===== src/rtl/alu_arb_pkg.sv =====
// Shared types for the two-requester ALU arbiter: opcodes, slot state and select decode.
package alu_arb_pkg;

   typedef enum logic [2:0] {
      OP_ADD = 3'd0,
      OP_SUB = 3'd1,
      OP_AND = 3'd2,
      OP_OR  = 3'd3,
      OP_SLT = 3'd4
   } alu_op_e;

   typedef enum logic {
      EMPTY = 1'b0,
      FULL  = 1'b1
   } state_e;

   localparam logic [2:0] OP_LAST_LEGAL = 3'd4;

   typedef struct packed {
      logic add;
      logic sub;
      logic and_op;
      logic or_op;
      logic slt;
   } alu_sel_t;

   // Illegal opcodes fall through with every select line low.
   function automatic alu_sel_t decode_op(input logic [2:0] op);
      alu_sel_t sel;
      sel = '0;
      case (op)
         OP_ADD:  sel.add    = 1'b1;
         OP_SUB:  sel.sub    = 1'b1;
         OP_AND:  sel.and_op = 1'b1;
         OP_OR:   sel.or_op  = 1'b1;
         OP_SLT:  sel.slt    = 1'b1;
         default: sel        = '0;
      endcase
      return sel;
   endfunction

endpackage


===== src/rtl/alu_arbiter_if.sv =====
// Request/response bundle between two requesters, the arbiter and the response consumer.
interface alu_arbiter_if #(
   parameter int WIDTH = 32
);
   logic             req0_valid;
   logic             req0_ready;
   logic [2:0]       req0_op;
   logic [WIDTH-1:0] req0_a;
   logic [WIDTH-1:0] req0_b;

   logic             req1_valid;
   logic             req1_ready;
   logic [2:0]       req1_op;
   logic [WIDTH-1:0] req1_a;
   logic [WIDTH-1:0] req1_b;

   logic             rsp_valid;
   logic             rsp_ready;
   logic             rsp_id;
   logic [WIDTH-1:0] rsp_result;
   logic             rsp_zero;
   logic             rsp_err;

   modport master (
      output req0_valid, req0_op, req0_a, req0_b,
      output req1_valid, req1_op, req1_a, req1_b,
      output rsp_ready,
      input  req0_ready, req1_ready,
      input  rsp_valid, rsp_id, rsp_result, rsp_zero, rsp_err
   );

   modport slave (
      input  req0_valid, req0_op, req0_a, req0_b,
      input  req1_valid, req1_op, req1_a, req1_b,
      input  rsp_ready,
      output req0_ready, req1_ready,
      output rsp_valid, rsp_id, rsp_result, rsp_zero, rsp_err
   );
endinterface


===== src/rtl/alu.sv =====
// Combinational ALU driven by one-hot select lines; no select asserted yields zero.
module alu #(
   parameter int WIDTH = 32
) (
   input  logic             sel_add,
   input  logic             sel_sub,
   input  logic             sel_and,
   input  logic             sel_or,
   input  logic             sel_slt,
   input  logic [WIDTH-1:0] a,
   input  logic [WIDTH-1:0] b,
   output logic [WIDTH-1:0] result
);
   always_comb begin
      result = '0;
      if (sel_add) result = a + b;
      if (sel_sub) result = a - b;
      if (sel_and) result = a & b;
      if (sel_or)  result = a | b;
      if (sel_slt) result = {{(WIDTH-1){1'b0}}, (a < b)};
   end
endmodule


===== src/rtl/rr_pick2.sv =====
// Two-way round-robin picker: on contention the side that did not win last time is chosen.
module rr_pick2 (
   input  logic       en,
   input  logic [1:0] valid,
   input  logic       last_grant,
   output logic [1:0] grant_vec,
   output logic       grant_id
);
   always_comb begin
      grant_vec = 2'b00;
      grant_id  = 1'b0;
      if (en) begin
         if (valid == 2'b11) grant_id = ~last_grant;
         else                grant_id = valid[1];
         if (valid != 2'b00) grant_vec = grant_id ? 2'b10 : 2'b01;
      end
   end
endmodule


===== src/rtl/alu_arbiter.sv =====
// Shares one ALU between two requesters; the granted op is computed and captured in a
// single registered response slot that can drain and refill on the same edge.
module alu_arbiter
   import alu_arb_pkg::*;
#(
   parameter int WIDTH = 32
) (
   input logic          clk,
   input logic          rst_n,
   alu_arbiter_if.slave bus
);
   state_e           state;
   state_e           state_nxt;
   logic             last_grant;
   logic             can_accept;
   logic             accept;
   logic [1:0]       grant_vec;
   logic             grant_id;
   logic [2:0]       op_sel;
   logic [WIDTH-1:0] a_sel;
   logic [WIDTH-1:0] b_sel;
   logic [WIDTH-1:0] alu_result;
   alu_sel_t         sel;
   logic             legal;

   logic [WIDTH-1:0] result_p1;
   logic             zero_p1;
   logic             err_p1;
   logic             id_p1;

   rr_pick2 u_pick (
      .en         (can_accept),
      .valid      ({bus.req1_valid, bus.req0_valid}),
      .last_grant (last_grant),
      .grant_vec  (grant_vec),
      .grant_id   (grant_id)
   );

   assign accept = |grant_vec;

   assign op_sel = grant_id ? bus.req1_op : bus.req0_op;
   assign a_sel  = grant_id ? bus.req1_a  : bus.req0_a;
   assign b_sel  = grant_id ? bus.req1_b  : bus.req0_b;
   assign sel    = decode_op(op_sel);
   assign legal  = (op_sel <= OP_LAST_LEGAL);

   alu #(.WIDTH(WIDTH)) u_alu (
      .sel_add (sel.add),
      .sel_sub (sel.sub),
      .sel_and (sel.and_op),
      .sel_or  (sel.or_op),
      .sel_slt (sel.slt),
      .a       (a_sel),
      .b       (b_sel),
      .result  (alu_result)
   );

   always_ff @(posedge clk or negedge rst_n) begin
      if (!rst_n) state <= EMPTY;
      else        state <= state_nxt;
   end

   always_comb begin
      state_nxt = state;
      case (state)
         EMPTY:   if (accept) state_nxt = FULL;
         FULL:    if (accept) state_nxt = FULL;
                  else if (bus.rsp_ready) state_nxt = EMPTY;
         default: state_nxt = EMPTY;
      endcase
   end

   // Ready is gated by rst_n so no requester sees a grant while reset is held.
   always_comb begin
      can_accept = rst_n && ((state == EMPTY) || bus.rsp_ready);
   end

   // ---- response slot (stage p1) ----
   always_ff @(posedge clk or negedge rst_n) begin
      if (!rst_n) begin
         result_p1  <= '0;
         zero_p1    <= 1'b0;
         err_p1     <= 1'b0;
         id_p1      <= 1'b0;
         last_grant <= 1'b1;
      end else if (accept) begin
         result_p1  <= legal ? alu_result : '0;
         zero_p1    <= legal ? (alu_result == '0) : 1'b1;
         err_p1     <= ~legal;
         id_p1      <= grant_id;
         last_grant <= grant_id;
      end
   end

   assign bus.req0_ready = grant_vec[0];
   assign bus.req1_ready = grant_vec[1];
   assign bus.rsp_valid  = (state == FULL);
   assign bus.rsp_id     = id_p1;
   assign bus.rsp_result = result_p1;
   assign bus.rsp_zero   = zero_p1;
   assign bus.rsp_err    = err_p1;

endmodule


===== src/flat_wrapper.sv =====
// flat-port wrapper written by rule: the top's interface ports become plain ports
module alu_arbiter_flat import alu_arb_pkg::*;
#(
   parameter int WIDTH = 32
)
  (clk, rst_n, bus_req0_valid, bus_req0_op, bus_req0_a, bus_req0_b, bus_req1_valid, bus_req1_op, bus_req1_a, bus_req1_b, bus_rsp_ready, bus_req0_ready, bus_req1_ready, bus_rsp_valid, bus_rsp_id, bus_rsp_result, bus_rsp_zero, bus_rsp_err);
  alu_arbiter_if #(.WIDTH(WIDTH)) bus_i ();
  input logic clk;
  input logic rst_n;
  input wire logic [$bits(bus_i.req0_valid)-1:0] bus_req0_valid;
  input wire logic [$bits(bus_i.req0_op)-1:0] bus_req0_op;
  input wire logic [$bits(bus_i.req0_a)-1:0] bus_req0_a;
  input wire logic [$bits(bus_i.req0_b)-1:0] bus_req0_b;
  input wire logic [$bits(bus_i.req1_valid)-1:0] bus_req1_valid;
  input wire logic [$bits(bus_i.req1_op)-1:0] bus_req1_op;
  input wire logic [$bits(bus_i.req1_a)-1:0] bus_req1_a;
  input wire logic [$bits(bus_i.req1_b)-1:0] bus_req1_b;
  input wire logic [$bits(bus_i.rsp_ready)-1:0] bus_rsp_ready;
  output wire logic [$bits(bus_i.req0_ready)-1:0] bus_req0_ready;
  output wire logic [$bits(bus_i.req1_ready)-1:0] bus_req1_ready;
  output wire logic [$bits(bus_i.rsp_valid)-1:0] bus_rsp_valid;
  output wire logic [$bits(bus_i.rsp_id)-1:0] bus_rsp_id;
  output wire logic [$bits(bus_i.rsp_result)-1:0] bus_rsp_result;
  output wire logic [$bits(bus_i.rsp_zero)-1:0] bus_rsp_zero;
  output wire logic [$bits(bus_i.rsp_err)-1:0] bus_rsp_err;
  assign bus_i.req0_valid = bus_req0_valid;
  assign bus_i.req0_op = bus_req0_op;
  assign bus_i.req0_a = bus_req0_a;
  assign bus_i.req0_b = bus_req0_b;
  assign bus_i.req1_valid = bus_req1_valid;
  assign bus_i.req1_op = bus_req1_op;
  assign bus_i.req1_a = bus_req1_a;
  assign bus_i.req1_b = bus_req1_b;
  assign bus_i.rsp_ready = bus_rsp_ready;
  assign bus_req0_ready = bus_i.req0_ready;
  assign bus_req1_ready = bus_i.req1_ready;
  assign bus_rsp_valid = bus_i.rsp_valid;
  assign bus_rsp_id = bus_i.rsp_id;
  assign bus_rsp_result = bus_i.rsp_result;
  assign bus_rsp_zero = bus_i.rsp_zero;
  assign bus_rsp_err = bus_i.rsp_err;
  alu_arbiter #(.WIDTH(WIDTH)) u_core (.clk(clk), .rst_n(rst_n), .bus(bus_i));
endmodule

===== config.mk =====
export PLATFORM = sky130hd
export DESIGN_NAME = alu_arbiter_flat
export DESIGN_NICKNAME = d
export VERILOG_FILES = /design/src/rtl/alu_arb_pkg.sv /design/src/rtl/alu_arbiter_if.sv /design/src/rtl/alu.sv /design/src/rtl/rr_pick2.sv /design/src/rtl/alu_arbiter.sv /design/src/flat_wrapper.sv
export SDC_FILE = /design/constraint.sdc
export NUM_CORES = 1
export LEC_CHECK = 0
export BUFFER_PORTS_ARGS = -buffer_cell sky130_fd_sc_hd__clkbuf_2
export CELL_PAD_IN_SITES_DETAIL_PLACEMENT = 2
export CELL_PAD_IN_SITES_GLOBAL_PLACEMENT = 2
export CORE_MARGIN = 2
export CORE_UTILIZATION = 32
export DETAILED_ROUTE_END_ITERATION = 10
export PLACE_DENSITY_LB_ADDON = 0.1
export SKIP_LAST_GASP = 1
export SLEW_MARGIN = 20
export SYNTH_ARGS = -nofsm -noshare
export SYNTH_HDL_FRONTEND = slang
export SYNTH_HIERARCHICAL = 1
export SYNTH_SLANG_ARGS = --single-unit

===== constraint.sdc =====
create_clock -name clk -period 6.6 [get_ports clk]
set_clock_uncertainty 0.1 [all_clocks]
set_input_delay 0 -clock clk [delete_from_list [all_inputs] [get_ports clk]]
set_output_delay 0 -clock clk [all_outputs]
set_load 0.1 [all_outputs]

==> run metrics, run 1 <==
clk buf depth=2; PostCTS Resize Cnt=0; Max transition margin=38.19%; TritonCTS Sinks=37; Ant. Diodes=0; fmax=168.6 MHz; DPL Wire Length=roughly 24 mm; CP max FO=29; Die X=roughly 160 um; clk slew on worst S/H paths=around 0.060 ns; via count=around 8,000; initial antenna violation count=0; register share of total power=around 16%; M1 GR Usage=a little over a third; Via density=about 5.7; crit path DAT=between 6 and 7 ns; Pleak=between 4 and 5 nW; fin area=8596 sq um; largest net degree at the start of global routing=38; P_sw=roughly 1.2 mW; cells after synthesis=around 960; crit path kind=in -> reg; crit share post-route=about nine tenths; syn nets=~1,200; Pins Over Slew Limit=0; TritonCTS Buffers=5; combinational fraction of design power=around 73%; pwr dens=234.9 nW/um^2; die height=~160 um; Top Usage Layer GRT=met2; Async SR Flop Fraction=100.0%; Internal=~860 uW; layout cells sized above 1=a little over a quarter; Post-Place Worst Slack=~0.71 ns; fin worst setup slack=between 0.6 and 0.7 ns; outcome=finished, final reports clean; Net count, final=1,337; Post-Route Setup TNS=0 ns; Primary FF master, synth=dfrtp_1; Design Power=~2.0 mW; initial core utilization=approximately a third; DRT iter0 DRCs=between 400 and 500; Max VDD drop=0.1731 mV; met2 Usage GRT=between 40% and 50%; Fillers=approximately 2,700; dpl cell area=~8400 sq um; syn_area_per_cell=roughly 7.7 sq um; Setup violations, final=0; Worst-Margin Slew=between 0.9 and 1 ns; CP endpoint kind=register; Post-DRT Antenna Nets=0; grt ovf=0; Core Rows=55; max_cap viols=0; CTS tree=yes; I/O pin count=~180; Yosys cell types=80; die area=roughly 24,000 sq um; clock root cell=clkbuf_16; post-synthesis sequential area ratio=about an eighth; first-pass GRT wire length=around 47 mm; Fin. Hold Viols=0; most frequent cells in the layout=clkbuf_2, inv_1, ha_1; drt first pass iters=5; vias in the first global route=8,335; overall routing resource usage=between 20% and 30%; CP Launch Type=input port; Final min period=approximately 5.9 ns; Post-synth EDFFs=0; Core Region=22,570 sq um; clk_lat worst skew=approximately 0.29 ns; RSZ-0062 raised after global routing=false; met3 global-route usage=1.500%; Critical Path RT=6.71 ns; drt drc=0; clock group share of total power=11.5%; Routed wire per std cell=21.48 um; GPL Wtd Cong=0.8346; synthesis-stage register bit count=37; Port Buffers=between 150 and 200; hold_ws=about 0.18 ns; final WL=just under 30 mm; Ys Warns=6; most common cell after layout, fill and taps aside=clkbuf_2; Synth Cell Area=about 7300 sq um; Layout area overhead=16.98%; H-tree depth=2; Min-Delay Path Class=in -> reg; Sw Ratio=approximately 58%
==> cell families (layout without fill, tap and decap cells) <==
logic type | after synthesis | after routing | share of synthesized area [%]
DFF | 37 | 37 | 12.62
xor gates and xnor gates | 28 | 28 | 3.337
buffers and inverters | 162 | 305 | 9.228
AOI/OAI and AO/OA | 313 | 313 | 30.65
adders and majority gates | 98 | 98 | 16.89
and+or+nand+nor | 249 | 249 | 16.41
muxes | 71 | 71 | 10.86
==> metal layers <==
layer  share of wire (%)  routed length [um]  up-vias
li1                    -                   -     3752
met1                  49               14660     3934
met2                  46               13620      201
met3                 4.1                1228       16
met4                0.87                 259        0
met5                   0                   0        -
==> final cells by class <==
cell class                 instances  area (sq um)  share of cell area [%]
clock buffer                       7         132.6                   1.543
clock inverter                     1         5.005                 0.05822
inverter                         102         382.9                   4.454
multi-input combinational        759          5763                   67.05
sequential                        37         927.1                   10.79
tap                              285         356.6                   4.148
timing repair buffer             195          1028                   11.97
==> Yosys cell counts (6+ instances only) <==
cell type	number	area share, %
o31ai_1	10	1.0
nor4_1	16	1.4
o21ai_0	30	2.0
nor3_1	26	1.8
a22o_1	33	3.9
a211oi_1	11	1.1
mux2_2	66	10
ha_1	96	16
dfrtp_1	36	12
o21bai_1	13	1.3
buf_2	20	1.4
o221ai_1	10	1.2
a21o_1	14	1.4
inv_1	101	5.2
clkbuf_1	29	1.5
nand3_1	17	1.2
nor2_1	77	3.9
o211ai_1	7	0.72
nand2b_1	18	1.5
nor2b_1	9	0.77
a21oi_1	89	6.1
a221oi_1	14	1.7
a31oi_1	9	0.77
or2_2	6	0.51
o31a_1	6	0.72
xnor2_1	24	2.9
nand2_1	54	2.8
==> registers in the layout, summed over array words and instances, names as in the netlist <==
register               flops
u_core/bus.rsp_valid       1
u_core/bus.rsp_id          1
u_core/bus.rsp_err         1
u_core/bus.rsp_result     32
u_core/last_grant          1
u_core/bus.rsp_zero        1
==> worst max-delay path: stages <==
cell	delay (ns)
dlygate4sd3_1	0.53
clkbuf_2	0.12
nand2b_1	0.13
and2_1	0.16
nand2_1	0.11
a21oi_4	0.27
buf_4	0.42
mux2_2	0.42
inv_1	0.08
ha_1	0.40
nor3b_1	0.23
a2111oi_1	0.56
nand2_1	0.17
a21oi_1	0.33
nand3_1	0.12
a31o_2	0.27
o31ai_1	0.34
nor3b_1	0.10
or3_1	0.42
nor4_1	0.29
nand4_1	0.11
or2_2	0.28
a21oi_1	0.17
==> timing repair <==
item                                   CTS  global route
endpoints found under the hold margin   37             0
buffers inserted                         0             0
hold buffers                             2             0
==> power by group through the flow <==
stage	registers [mW]	clock network [mW]	logic (mW)
floorplan	0.674	0	0.740
global placement	0.316	0	1.44
detailed placement	0.319	0	1.47
CTS	0.315	0.239	1.47
global route	0.321	0.247	1.59
finish	0.314	0.232	1.47
==> through the flow <==
step	util, %	instances
detailed placement	37.38	1376
global placement	37.38	1376
finish	38.08	1386
CTS	38.08	1386
global route	38.08	1386
floorplan	-	958
==> final timing paths <==
check	endpoint	cells past startpoint	start	slack [ns]
max in group asynchronous	u_core/last_grant	3	rst_n	5.77
hold reg to reg	u_core/bus.rsp_id	2	u_core/bus.rsp_id	0.40
hold / removal	u_core/bus.rsp_err	4	bus_req1_valid	0.18
setup / recovery	u_core/bus.rsp_zero	23	bus_rsp_ready	0.67
setup reg to reg	u_core/bus.rsp_zero	21	u_core/bus.rsp_valid	0.69
min in group asynchronous	u_core/bus.rsp_result[9]	3	rst_n	0.26
Note: power is estimated with default switching activity, not from simulation.
==> run 2: changes to the inputs <==
- CELL_PAD_IN_SITES_DETAIL_PLACEMENT: 2 -> not set
- CELL_PAD_IN_SITES_GLOBAL_PLACEMENT: 2 -> not set
- CORE_UTILIZATION: 32 -> 56
- PLACE_DENSITY: not set -> 0.83
- PLACE_DENSITY_LB_ADDON: 0.1 -> not set
==> run 2 against run 1 <==
Effect of this change:
- non-clock buffer count fell by 1
- maximum frequency fell by 0.55%
- power fell by 3.4%
- first-iteration DRC count rose by 100%
- worst setup slack got worse by 0.033 ns
- combinational power fell by 4%
==> run metrics, run 2 (synthesized netlist as in run 1, its figures left out) <==
crit share post-route=90.36%; critical path depth in cells=21; Max VDD drop=approximately 0.13 mV; most frequent cells in the layout=clkbuf_2, inv_1, ha_1; Layout area overhead=14.93%; via count=7,951; die height=between 100 and 150 um; Worst-Margin Slew=around 0.94 ns; dpl cell area=a little over 8000 sq um; CP Launch Type=register; Core Rows=41; CP endpoint kind=register; Fin. Hold Viols=0; sum of buffers and inverters on the critical path=2; grt ovf=0; crit path DAT=about 6 ns; CP Cell Sequence=nand2b_1 -> and2_1 -> nand2_1 -> a21oi_4 -> buf_4 -> mux2_2 -> inv_1 -> ha_1 -> nand3_1 -> nor4_1 -> o21ai_1 -> nand4b_1 -> nand2_1 -> o21a_1 -> o41a_1 -> nor3b_1 -> or3_1 -> nor4_1 -> nand4_1 -> or2_2 -> a21oi_1; overall routing resource usage=between 30% and 40%; Setup violations, final=0; TritonCTS Sinks=37; Pins Over Slew Limit=0; GPL Wtd Cong=roughly 1.0; most common cell after layout, fill and taps aside=clkbuf_2; Max transition margin=37.07%; Post-DRT Antenna Nets=0; Max stage delay cell, worst path=a21oi_4; I/O pin count=~180; drt drc=0; clk_lat worst skew=~0.28 ns; Critical Path RT=between 6 and 7 ns; H-tree depth=2; Die X=118.6 um; vias in the first global route=roughly 7,200; Via density=~6.3; pwr dens=around 230 nW/um^2; max_cap viols=0; worst reg2reg path depth=21; max reg flops=32; crit path kind=reg -> reg; TritonCTS Buffers=5; Min-Delay Path Class=in -> reg; Ant. Diodes=0; outcome=finished, final reports clean; clk buf depth=2; Port Buffers=176; layout cells sized above 1=between 20 and 30%; Max stage delay on crit path=approximately 0.73 ns; initial core utilization=between 50% and 60%; fmax=roughly 170 MHz; first-pass GRT wire length=~35 mm; Core Region=around 13,000 sq um; final WL=22.12 mm; CTS tree=yes; DRT iter0 DRCs=836; drt first pass iters=6; initial antenna violation count=0; clk slew on worst S/H paths=~0.050 ns; Routed wire per std cell=between 15 and 20 um; Net count, final=1,336; clock root cell=clkbuf_16; Final min period=approximately 6.0 ns; CP max FO=24; largest net degree at the start of global routing=38; Post-Route Setup TNS=0 ns; DPL Wire Length=17.35 mm; largest delay contributor family on the critical path=simple AND/OR/NAND/NOR gates; fin area=8446 sq um; hold path cells=4; RSZ-0062 raised after global routing=false; die area=about 14,000 sq um; worst reg2reg setup slack=between 0.6 and 0.7 ns; Pleak=4.163 nW; PostCTS Resize Cnt=0
==> run 2: cell types whose count changed in the layout (fill, tap and decap cells not counted), sizes merged <==
cell	previous run	this run
clkbuf	183	182
buf	17	16
clkinv	2	3
==> run 2: worst min-delay path, stage by stage <==
cell and delay, ns:
clkbuf_2 0.09, a21oi_1 0.14, o21ai_0 0.22, nand2_1 0.06
==> run 2: routing by layer <==
layer | up-vias | track usage (%) | share of wire, %
met5 | - | 0 | 0
met4 | 0 | 10.27 | 2.9
met3 | 59 | 3.909 | 10
met2 | 477 | 48.20 | 44
met1 | 3646 | 41.81 | 43
li1 | 3769 | - | -
==> run 2: cell type report <==
cell class | instances | area [sq um]
multi-input cells | 759 | 5761
clock buffers | 6 | 128.9
repair buffers | 194 | 1021
clock inverters | 2 | 10.01
fillers | 1171 | 4277
well taps | 172 | 215.2
flip-flops and latches | 37 | 927.1
inverters | 102 | 382.9
==> run 2: what timing repair did <==
item | in CTS | in global routing
buffers inserted | 0 | 0
hold endpoints to repair | 37 | 0
hold buffers | 2 | 0
endpoints found under the setup margin | 0 | 0
==> run 2: final timing paths <==
| path | endpoint | start |
|---|---|---|
| setup / recovery | u_core/bus.rsp_zero | u_core/bus.rsp_valid |
| hold / removal | u_core/last_grant | bus_req1_valid |
| setup reg to reg | u_core/bus.rsp_zero | u_core/bus.rsp_valid |
| hold reg to reg | u_core/last_grant | u_core/last_grant |
| max in group asynchronous | u_core/last_grant | rst_n |
| min in group asynchronous | u_core/bus.rsp_result[22] | rst_n |
==> run 2: metrics by stage <==
step / worst slack [ns] / hold slack, ns / total power [mW] / std cells / utilization, %
after floorplan: 1.108 / -0.3956 / 1.415 / 958 / -
after global placement: 0.9471 / 0.01879 / 1.685 / 1262 / 65.14
after detailed placement: 0.7498 / 0.02646 / 1.700 / 1262 / 65.14
after CTS: 0.7288 / 0.1349 / 1.930 / 1272 / 66.38
after global routing: 0.1561 / 0.1913 / 2.062 / 1272 / 66.38
final: 0.6360 / 0.1341 / 1.951 / 1272 / 66.38
==> run 2: report_power, final <==
part,switching [mW],internal [mW],total [mW]
registers,0.0335,0.279,0.312
logic,0.981,0.434,1.41
clock network,0.0850,0.138,0.223
total,1.10,0.851,1.95
